--- src/rtl/ccff_bitstream_loader.sv ---
// ccff_bitstream_loader
// Streams a bitstream, word by word and MSB first, into a configuration
// flip-flop chain. A pass runs IDLE -> FETCH -> SHIFT -> (FETCH ...) -> DONE.
// It falls to ERROR if the word source stalls for TIMEOUT consecutive cycles.
// The user fabric is held in reset in every state except DONE.
module ccff_bitstream_loader #(
    parameter int CHAIN_LEN = 16,
    parameter int WORD_W    = 8,
    parameter int TIMEOUT   = 255
) (
    input  logic              clk,
    input  logic              reset,
    input  logic              start,
    input  logic              word_valid,
    input  logic [WORD_W-1:0] word_data,
    output logic              word_ready,
    output logic              ccff_head,
    output logic              prog_en,
    output logic              fabric_rst,
    output logic              busy,
    output logic              done,
    output logic              error
);

    // Counter widths are chosen so that each counter can hold its terminal
    // value. A counter never increments past that value.
    localparam int BIT_W  = $clog2(CHAIN_LEN + 1);
    localparam int WAIT_W = (TIMEOUT < 1) ? 1 : $clog2(TIMEOUT + 1);
    localparam int WB_W   = $clog2(WORD_W + 1);

    localparam logic [BIT_W:0]  BIT_LIMIT  = (BIT_W + 1)'(CHAIN_LEN);
    localparam logic [WAIT_W:0] WAIT_LIMIT = (WAIT_W + 1)'(TIMEOUT);
    localparam logic [WB_W:0]   WB_LIMIT   = (WB_W + 1)'(WORD_W);

    typedef enum logic [2:0] {
        S_IDLE  = 3'd0,
        S_FETCH = 3'd1,
        S_SHIFT = 3'd2,
        S_DONE  = 3'd3,
        S_ERROR = 3'd4
    } state_t;

    state_t              state_q, state_d;
    logic [BIT_W-1:0]    bit_cnt_q, bit_cnt_d;
    logic [WAIT_W-1:0]   wait_cnt_q, wait_cnt_d;
    logic [WB_W-1:0]     word_bit_q, word_bit_d;
    logic [WORD_W-1:0]   shreg_q, shreg_d;

    logic                accept;
    logic                bit_last;
    logic                word_last;
    logic                wait_expired;
    logic [BIT_W:0]      bit_inc;
    logic [WAIT_W:0]     wait_inc;
    logic [WB_W:0]       wb_inc;

    // Incremented counter values and the terminal-count decodes.
    // Each decode is true on the edge where its counter would reach its limit.
    always_comb begin
        bit_inc      = {1'b0, bit_cnt_q} + (BIT_W + 1)'(1);
        wait_inc     = {1'b0, wait_cnt_q} + (WAIT_W + 1)'(1);
        wb_inc       = {1'b0, word_bit_q} + (WB_W + 1)'(1);
        bit_last     = (bit_inc == BIT_LIMIT);
        word_last    = (wb_inc == WB_LIMIT);
        wait_expired = (wait_inc >= WAIT_LIMIT);
        accept       = (state_q == S_FETCH) && word_valid;
    end

    // State and datapath registers. Reset wins over every other input,
    // including a start asserted on the same edge.
    always_ff @(posedge clk) begin
        if (reset) begin
            state_q    <= S_IDLE;
            bit_cnt_q  <= '0;
            wait_cnt_q <= '0;
            word_bit_q <= '0;
            shreg_q    <= '0;
        end else begin
            state_q    <= state_d;
            bit_cnt_q  <= bit_cnt_d;
            wait_cnt_q <= wait_cnt_d;
            word_bit_q <= word_bit_d;
            shreg_q    <= shreg_d;
        end
    end

    // Next state. An accepted word takes priority over the stall timeout.
    // The chain-length limit takes priority over the end of a word.
    always_comb begin
        state_d = state_q;
        case (state_q)
            S_IDLE, S_DONE, S_ERROR: begin
                if (start) begin
                    state_d = S_FETCH;
                end
            end
            S_FETCH: begin
                if (accept) begin
                    state_d = S_SHIFT;
                end else if (wait_expired) begin
                    state_d = S_ERROR;
                end
            end
            S_SHIFT: begin
                if (bit_last) begin
                    state_d = S_DONE;
                end else if (word_last) begin
                    state_d = S_FETCH;
                end
            end
            default: state_d = S_IDLE;
        endcase
    end

    // Next values for the counters and the shift register.
    always_comb begin
        bit_cnt_d  = bit_cnt_q;
        wait_cnt_d = wait_cnt_q;
        word_bit_d = word_bit_q;
        shreg_d    = shreg_q;
        case (state_q)
            S_IDLE, S_DONE, S_ERROR: begin
                if (start) begin
                    bit_cnt_d  = '0;
                    wait_cnt_d = '0;
                    word_bit_d = '0;
                end
            end
            S_FETCH: begin
                if (accept) begin
                    shreg_d    = word_data;
                    wait_cnt_d = '0;
                    word_bit_d = '0;
                end else begin
                    // A stalled FETCH leaves on the edge where this count
                    // reaches TIMEOUT, so the count cannot wrap.
                    wait_cnt_d = wait_inc[WAIT_W-1:0];
                end
            end
            S_SHIFT: begin
                shreg_d    = shreg_q << 1;
                bit_cnt_d  = bit_inc[BIT_W-1:0];
                word_bit_d = wb_inc[WB_W-1:0];
            end
            default: begin
                bit_cnt_d  = '0;
                wait_cnt_d = '0;
                word_bit_d = '0;
                shreg_d    = '0;
            end
        endcase
    end

    // Moore outputs, decoded from the current state only.
    always_comb begin
        word_ready = 1'b0;
        prog_en    = 1'b0;
        ccff_head  = 1'b0;
        busy       = 1'b0;
        done       = 1'b0;
        error      = 1'b0;
        fabric_rst = 1'b1;
        case (state_q)
            S_FETCH: begin
                word_ready = 1'b1;
                busy       = 1'b1;
            end
            S_SHIFT: begin
                busy       = 1'b1;
                prog_en    = 1'b1;
                ccff_head  = shreg_q[WORD_W-1];
            end
            S_DONE: begin
                done       = 1'b1;
                fabric_rst = 1'b0;
            end
            S_ERROR: begin
                error      = 1'b1;
            end
            default: begin
                fabric_rst = 1'b1;
            end
        endcase
    end

endmodule

--- config.mk ---
export PLATFORM = sky130hd
export DESIGN_NAME = ccff_bitstream_loader
export DESIGN_NICKNAME = d
export VERILOG_FILES = /design/src/rtl/ccff_bitstream_loader.sv
export SDC_FILE = /design/constraint.sdc
export NUM_CORES = 1
export LEC_CHECK = 0
export CAP_MARGIN = 0
export CORE_ASPECT_RATIO = 1.5
export CORE_MARGIN = 4
export CORE_UTILIZATION = 45
export CTS_CLUSTER_DIAMETER = 150
export DETAILED_ROUTE_END_ITERATION = 10
export PLACE_DENSITY = 0.67
export SYNTH_ARGS = -nofsm -noshare
export SYNTH_HDL_FRONTEND = slang
export SYNTH_SLANG_ARGS = --single-unit
--- constraint.sdc ---
create_clock -name clk -period 4.12 [get_ports clk]
set_input_delay 0.618 -clock clk [delete_from_list [all_inputs] [get_ports clk]]
set_output_delay 0.618 -clock clk [all_outputs]
set_load 0.005 [all_outputs]
==> run metrics, run 1 <==
initial core utilization=between 40% and 50%; crit path capture type=primary output; Num CTS Buffers=3; syn avg cell area=7.864 um^2; Pwr Total=0.8470 mW; setup tns final=0 ns; core region area=0.003191 mm^2; DP HPWL=~2.4 mm; Finished Layout Cells=246; DR vias/cell=just under 6; die area=~0.0044 mm^2; number of buffers added on ports=18; biggest fanout along the worst timing path=19; Mapped Area=around 0.0015 mm^2; commonest cells in the netlist=nor2_1 (30), dfxtp_1 (28), a21oi_1 (20); # rows=25; initial antenna violation count=0; RSZ-0062 raised after global routing=no; Synth area leader=dfxtp_1; layout cells sized above 1=under 10%; detailed-route via count=approximately 1,400; Final Cell Area=around 0.0018 mm^2; syn nets=about 210; sequential share of power=42.2%; Pre-Repair DR Iteration Count=4; synthesis-stage register bit count=28; power density cells=480.1 mW/mm^2; Post-synth EDFFs=0; Chip Height=between 70 and 80 um; vias in the first global route=1,367; # resized after CTS=0; area grow syn2layout=16.24%; grt total ovfl=0; Top Ports=19; pin count of the biggest net entering global routing=29; first-pass GRT wire length=about 6 mm; Switch Pwr=0.3051 mW; CTS clk-pin slew, worst paths=roughly 0.090 ns; Placed Area=around 0.0017 mm^2; WP data required=about 3.5 ns; Iter 0 DRT Violations=31; wire per inst=13.50 um; Clock Tree Root=clkbuf_8; Yosys warnings=0; CTS sink cnt=28; total wire length=~3.3 mm; Final min period=between 3 and 4 ns; die span in x=55.42 um; post-synthesis cell count=between 150 and 200; Seq/Total Area, Yosys=36.93%; fraction of the cycle the final worst path needs=76.36%; Pint=~0.54 mW; Routed Antenna Nets=0; clk_lat worst skew=around 0.27 ns; # nets final=between 200 and 250; Highest Clock Rate=approximately 320 MHz; asr flop ratio synth=0%; Worst slew margin=slightly below 30%; gpl congestion=0.7951; top cell type's share of synthesized area=between 30% and 40%; worst setup path category=flop to primary output; Final Hold Fails=0; synth unique cells=37; Pleak=0.6064 nW; Max-Cap Viols=0; Most used DFF post-synth=dfxtp_1; Setup Buffers After CTS=0; Clock power frac=between 20% and 30%; final setup vio count=0; dpl cells=about 240; Post-route DRC=0; Gate power share=37.4%; Area contributors post-synth=dfxtp_1 (37%), nor2_1 (7.4%), a21oi_1 (6.6%), a211oi_1 (5.4%), a22oi_1 (4.5%); switching part of the total power=about 36%; hold buffer count at CTS=0; Final Max Tran Viols=0; count leader, synth=nor2_1; Clock Tree Buf Depth=2; result of the run=finished clean; # diodes=0; Hold Crit Class=flop to flop; Worst Tran Pin Value=between 1 and 1.5 ns; Peak VDD IR=slightly above 0.3 mV; H-Tree Depth=1; critical path arrival=~2.5 ns; Total GRT Usage=between 10% and 20%; CTS tree=yes; Filler cells=320; clk_skew=roughly 0.0037 ns; startpoint types=flop
==> metal layers <==
metal / wire length, um / up-vias / track usage [%]
met5: 0 / - / 0
met3: 119 / 4 / 2.439
li1: - / 725 / -
met1: 1418 / 669 / 17.38
met4: 31 / 0 / 5.353
met2: 1752 / 30 / 30.69
==> registers in the layout (all words and copies together), names as in the netlist <==
register	flops
bit_cnt_q	5
state_q	3
word_bit_q	4
wait_cnt_q	8
shreg_q	8
==> power groups by stage <==
stage / sequential [mW] / clock, mW / combinational [mW]
floorplan: 0.343 / 0 / 0.248
global placement: 0.360 / 0 / 0.312
detailed placement: 0.362 / 0 / 0.320
CTS: 0.357 / 0.176 / 0.321
global route: 0.366 / 0.189 / 0.359
finish: 0.358 / 0.172 / 0.317
==> per-stage QoR <==
stage / utilization (%) / hold WS, ns / setup slack [ns]
2_1_floorplan: - / 0.4444 / 2.095
3_3_place_gp: 53.57 / 0.4593 / 1.441
3_5_place_dp: 53.57 / 0.4571 / 1.355
4_1_cts: 55.29 / 0.4730 / 1.022
5_1_grt: 55.29 / 0.4897 / 0.7630
6_report: 55.29 / 0.4712 / 0.9741
==> final timing paths <==
check / startpoint / to / slack [ns] / cells after the start
min reg2reg: shreg_q[0]$_SDFFE_PP0P_ / shreg_q[0]$_SDFFE_PP0P_ / 0.47 / 2
max reg2reg: state_q[0]$_SDFFE_PP0P_ / state_q[1]$_SDFFE_PP0P_ / 1.72 / 5
min: shreg_q[0]$_SDFFE_PP0P_ / shreg_q[0]$_SDFFE_PP0P_ / 0.47 / 2
max: state_q[0]$_SDFFE_PP0P_ / busy / 0.97 / 5
==> cell usage in the layout, fill, tap and decap left out, types with 3 or more instances in the layout <==
| master | count |
|---|---|
| nor2_1 | 30 |
| dfxtp_1 | 28 |
| a21oi_1 | 20 |
| clkdlybuf4s50_1 | 18 |
| nand2_1 | 16 |
| a211oi_1 | 11 |
| o21ai_0 | 10 |
| nand3_1 | 9 |
| a22oi_1 | 9 |
| inv_1 | 5 |
| nor3_1 | 5 |
| or3_1 | 4 |
| nand2b_1 | 4 |
| ha_1 | 4 |
| clkbuf_8 | 4 |
| nor2b_1 | 3 |
| a31oi_1 | 3 |
==> worst max-delay path, stage by stage (launching register included) <==
cell,delay [ns]
dfxtp_1,0.47
inv_1,0.10
nand3_1,0.27
clkinv_1,0.52
or2_2,0.45
clkdlybuf4s50_1,0.45
==> area by class of cell <==
type	count	area [um^2]	area share (%)
multi-input cells	150	895.9	50.78
flip-flops and latches	28	560.5	31.77
repair buffers	18	180.2	10.21
clock buffers	4	55.05	3.121
well taps	40	50.05	2.837
inverters	6	22.52	1.277
==> cells by family after synthesis <==
logic type | count (synthesis) | share of synthesized area [%]
and+or+nand+nor | 83 | 27.12
AOI/OAI and AO/OA | 60 | 26.79
DFF | 28 | 36.93
buffers and inverters | 15 | 4.040
adders and majority gates | 4 | 3.298
xor gates and xnor gates | 2 | 1.154
muxes | 1 | 0.6595
Power figures use the tool's default switching activity.
==> run 2, diff against run 1 <==
==> constraint.sdc (replaced) <==
create_clock -name clk -period 3.02 [get_ports clk]
set_input_delay 0.453 -clock clk [delete_from_list [all_inputs] [get_ports clk]]
set_output_delay 0.453 -clock clk [all_outputs]
set_load 0.005 [all_outputs]
==> run 2 against run 1 <==
  * Utilization is 0.51 points higher
  * Clock skew up 0.00097 ns
  * Setup slack lost 0.65 ns
  * Final cell count increased by 1.2%
  * Clock-buffer cell count decreased by 1
  * Hold slack improved by 0.017 ns
  * Global-route usage increased by 0.93 points
  * Combinational power increased by 46%
  * Design area is 0.92% higher
  * Critical path type unchanged
  * Sequential power increased by 36%
==> run metrics, run 2 (synthesized netlist as in run 1, its figures left out) <==
die area=around 0.0044 mm^2; final setup vio count=0; # nets final=between 200 and 250; layout cells sized above 1=~7.2%; Routed Antenna Nets=0; HP Start=bit_cnt_q[4]$_SDFFE_PP0P_; first-pass GRT wire length=6.106 mm; highest routed metal layer=met4; hold buffer count at CTS=0; Largest regs=shreg_q: 8 flops, wait_cnt_q: 8 flops, bit_cnt_q: 5 flops; DP HPWL=around 2.7 mm; Highest Clock Rate=about 370 MHz; Pre-Repair DR Iteration Count=4; crit-path cells=inv_1 > nand3_1 > clkinv_1 > or2_2 > clkdlybuf4s50_1; Hold Crit Class=flop to flop; CTS tree=yes; Hold Path Depth=1; biggest fanout along the worst timing path=11; die span in x=approximately 55 um; CTS sink cnt=28; Post-route DRC=0; Hold WS=just under 0.5 ns; CTS clk-pin slew, worst paths=around 0.090 ns; Clock Tree Root=clkbuf_8; setup tns final=0 ns; Max-Cap Viols=0; Filler cells=322; R2R cell count=6; Peak VDD IR=between 0.3 and 0.4 mV; # resized after CTS=0; initial core utilization=47.57%; vias in the first global route=roughly 1,500; WP data required=2.57 ns; crit path capture type=primary output; startpoint types=flop; gpl congestion=slightly above 0.8; wire per inst=13.92 um; clk_lat worst skew=between 0.2 and 0.3 ns; power density cells=around 650 mW/mm^2; critical path arrival=2.24 ns; result of the run=finished clean; Top Ports=19; Total GRT Usage=between 10% and 20%; fraction of the cycle the final worst path needs=about 90%; worst setup path category=flop to primary output; DR vias/cell=a little under 6; wire length on met2=~1.8 mm; Iter 0 DRT Violations=23; initial antenna violation count=0; most frequent cells in the layout=nor2_1 (30), dfxtp_1 (28), a21oi_1 (20), clkdlybuf4s50_1 (18), nand2_1 (16); Chip Height=between 70 and 80 um; core region area=about 0.0032 mm^2; number of buffers added on ports=18; Clock Tree Buf Depth=2; # diodes=0; slowest cell on the critical path=dfxtp_1; Pleak=between 0.6 and 0.7 nW; Final min period=2.695 ns; DR WL met3=approximately 120 um; H-Tree Depth=1; total wire length=between 3 and 4 mm; Worst Tran Pin Value=between 0.6 and 0.7 ns; Setup Buffers After CTS=0; clk_skew=0.004706 ns; Num CTS Buffers=3; Final Max Tran Viols=0; area grow syn2layout=17.31%; Final Hold Fails=0; crit-path leading delay family=buffers and inverters; Worst slew margin=about three fifths; # rows=25; detailed-route via count=1,465; RSZ-0062 raised after global routing=no; pin count of the biggest net entering global routing=17; RR Startpoint=wait_cnt_q[0]$_SDFFE_PP0P_; max incr delay on CP=approximately 0.47 ns; commonest non-fill, non-tap cell in the layout=nor2_1; grt total ovfl=0; CP Buf/Inv Count=3; reg-to-reg slack, setup=about 0.89 ns; M1 WL=~1.5 mm; r2r endpoint=state_q[0]$_SDFFE_PP0P_; hold path endpoint=bit_cnt_q[4]$_SDFFE_PP0P_
## run 2: cell count changes in the layout (fill, tap and decap cells not counted), sizes merged
cell | previous run | this run
clkbuf | 4 | 3
buf | 0 | 4
## run 2: how the worst max path moves through the flow
| stage | from | end | slack [ns] | depth (start not counted) |
|---|---|---|---|---|
| after floorplan | wait_cnt_q[0]$_SDFFE_PP0P_ | state_q[0]$_SDFFE_PP0P_ | 1.08 | 6 |
| after global placement | state_q[0]$_SDFFE_PP0P_ | busy | 0.72 | 5 |
| after detailed placement | state_q[0]$_SDFFE_PP0P_ | busy | 0.65 | 5 |
| after CTS | state_q[0]$_SDFFE_PP0P_ | busy | 0.32 | 5 |
| after global routing | state_q[0]$_SDFFE_PP0P_ | busy | 0.18 | 5 |
| final | state_q[0]$_SDFFE_PP0P_ | busy | 0.33 | 5 |
## run 2: cell type report
class / count / area, um^2 / share of cell area [%]
tap: 40 / 50.05 / 2.811
sequential: 28 / 560.5 / 31.48
inverter: 6 / 22.52 / 1.265
timing repair buffer: 22 / 210.2 / 11.81
clock buffer: 3 / 41.29 / 2.319
multi-input combinational: 150 / 895.9 / 50.32
## run 2: layer usage
metal  GRT usage [%]  vias up
met1           17.91      704
met3           2.764        7
li1                -      728
met2           31.04       26
met5               0        -
met4           9.489        0
## run 2: power by group
part           leakage (nW)  switching (mW)  total, mW  internal [mW]
combinational         0.371           0.254      0.464          0.210
clock                0.0216           0.114      0.204         0.0898
sequential            0.227          0.0549      0.487          0.432
## run 2: stage by stage
stage | instances | setup WS [ns] | util [%] | power, mW | instance area, um^2
after CTS | 249 | 0.3215 | 55.80 | 1.166 | 1780
after global routing | 249 | 0.1761 | 55.80 | 1.241 | 1780
final | 249 | 0.3255 | 55.80 | 1.154 | 1780
after floorplan | 193 | 1.080 | - | 0.8067 | 1518
after global placement | 246 | 0.7189 | 54.51 | 0.9388 | 1739
after detailed placement | 246 | 0.6458 | 54.51 | 0.9597 | 1739
## run 2: worst register-to-register path: stages (launching register included)
cell and delay, ns:
dfxtp_1 0.45, ha_1 0.30, nand3_2 0.14, or3_4 0.40, a2111oi_4 0.36, o221a_4 0.25
mux2i_1 0.17
==> run 3, diff against run 2 <==
--- a/config.mk
+++ b/config.mk
@@ -11,7 +11,9 @@
 export CORE_UTILIZATION = 45
 export CTS_CLUSTER_DIAMETER = 150
 export DETAILED_ROUTE_END_ITERATION = 10
+export MAX_ROUTING_LAYER = met4
 export PLACE_DENSITY = 0.67
+export REMOVE_ABC_BUFFERS = 1
 export SYNTH_ARGS = -nofsm -noshare
 export SYNTH_HDL_FRONTEND = slang
 export SYNTH_SLANG_ARGS = --single-unit
==> run 3 against run 2 <==
  * Sequential share of layout area down 0.24 points
  * Sequential power about the same
  * Global-route usage decreased by 1.3 points
  * Design area up 0.77%
  * Critical path depth unchanged
  * Via count is 0.55% lower
  * Non-clock buffer count unchanged
  * Die area unchanged
  * Fmax is 2.2% higher
  * Utilization up 0.43 points
  * Critical path type unchanged
  * Largest cell class unchanged
  * Largest power group unchanged
==> run metrics, run 3 (synthesized netlist as in run 1, its figures left out) <==
Final Hold Fails=0; Clock Tree Buf Depth=2; setup ws final=0.3845 ns; Iter 0 DRT Violations=slightly above 40; total wire length=approximately 3.3 mm; die area=around 0.0044 mm^2; commonest non-fill, non-tap cell in the layout=nor2_1; # nets final=roughly 230; initial antenna violation count=0; final setup vio count=0; number of buffers added on ports=18; DR vias/cell=5.828; detailed-route via count=1,457; Total GRT Usage=approximately 16%; RSZ-0062 raised after global routing=no; # resized after CTS=0; Hold Crit Class=flop to flop; FF/Latch Area=560.5 um^2; area grow syn2layout=18.22%; core region area=0.003191 mm^2; Pleak=0.6269 nW; result of the run=finished clean; # rows=25; Hold WS=0.4831 ns; Final Max Tran Viols=0; Chip Height=79.13 um; Filler cells=323; setup tns final=0 ns; H-Tree Depth=1; Highest Clock Rate=roughly 380 MHz; dpl cells=246; wire per inst=between 10 and 15 um; grt total ovfl=0; Final min period=roughly 2.6 ns; fraction of the cycle the final worst path needs=between 80 and 90%; Max-Cap Viols=0; clk_skew=around 0.0055 ns; DP HPWL=2.395 mm; hold buffer count at CTS=0; biggest fanout along the worst timing path=18; Clock Tree Root=clkbuf_8; DP Worst Slack=between 0.7 and 0.8 ns; CTS sink cnt=28; Worst slew margin=51.83%; Multi-input gate area=895.9 um^2; Peak VDD IR=around 0.38 mV; CTS tree=yes; Pwr Total=approximately 1.2 mW; most frequent cells in the layout=nor2_1 (30), dfxtp_1 (28), a21oi_1 (20), clkdlybuf4s50_1 (18), nand2_1 (16); layout cells sized above 1=under 10%; Setup Buffers After CTS=0; crit path capture type=primary output; initial core utilization=approximately 48%; worst setup path category=flop to primary output; first-pass GRT wire length=~5.6 mm; Routed Antenna Nets=0; Finished Layout Cells=250; Top Ports=19; Pre-Repair DR Iteration Count=4; gpl congestion=around 0.8; vias in the first global route=about 1,300; clk_lat worst skew=about 0.28 ns; power density cells=around 660 mW/mm^2; Post-route DRC=0; Largest regs=shreg_q: 8 flops, wait_cnt_q: 8 flops, bit_cnt_q: 5 flops; CTS clk-pin slew, worst paths=around 0.10 ns; WP data required=2.57 ns; die span in x=roughly 55 um; pin count of the biggest net entering global routing=20; Worst Tran Pin Value=between 0.7 and 0.8 ns; Num CTS Buffers=3; # diodes=0; critical path arrival=between 2 and 2.5 ns; startpoint types=flop
==> run 3: per-layer routing <==
metal  share of wire (%)  GRT usage [%]  vias up
met5                   0              -        -
met4                 1.0          5.353        0
met2                  51          27.61       38
met1                  44          17.71      685
met3                 3.9          2.439        4
li1                    -              -      730
==> run 3: final timing paths <==
kind / start / end / slack (ns) / depth (start not counted)
worst max-delay path: state_q[1]$_SDFFE_PP0P_ / ccff_head / 0.38 / 5
worst min-delay path: shreg_q[0]$_SDFFE_PP0P_ / shreg_q[0]$_SDFFE_PP0P_ / 0.48 / 2
worst max register to register: wait_cnt_q[0]$_SDFFE_PP0P_ / state_q[0]$_SDFFE_PP0P_ / 0.87 / 6
worst min register to register: shreg_q[0]$_SDFFE_PP0P_ / shreg_q[0]$_SDFFE_PP0P_ / 0.48 / 2
==> run 3: per-stage QoR <==
| step | instance area (um^2) | util (%) |
|---|---|---|
| 2_1_floorplan | 1479 | - |
| 3_3_place_gp | 1739 | 54.51 |
| 3_5_place_dp | 1739 | 54.51 |
| 4_1_cts | 1794 | 56.24 |
| 5_1_grt | 1794 | 56.24 |
| 6_report | 1794 | 56.24 |
==> run 3: where the power goes <==
part	switching (mW)	internal, mW
clock	0.120	0.117
combinational	0.251	0.210
sequential	0.0560	0.432
total	0.426	0.758
==> run 3: layout make-up <==
cell class	count	area share (%)
Clock buffer	4	3.068
Timing Repair Buffer	22	11.72
Inverter	6	1.255
Tap cell	40	2.789
Sequential cell	28	31.24
Multi-Input combinational cell	150	49.93
==> run 3: critical path, stage by stage (launching register included) <==
cell	delay (ns)
dfxtp_1	0.57
nand3_1	0.33
clkinv_1	0.13
buf_4	0.23
and2_1	0.15
clkdlybuf4s50_1	0.50
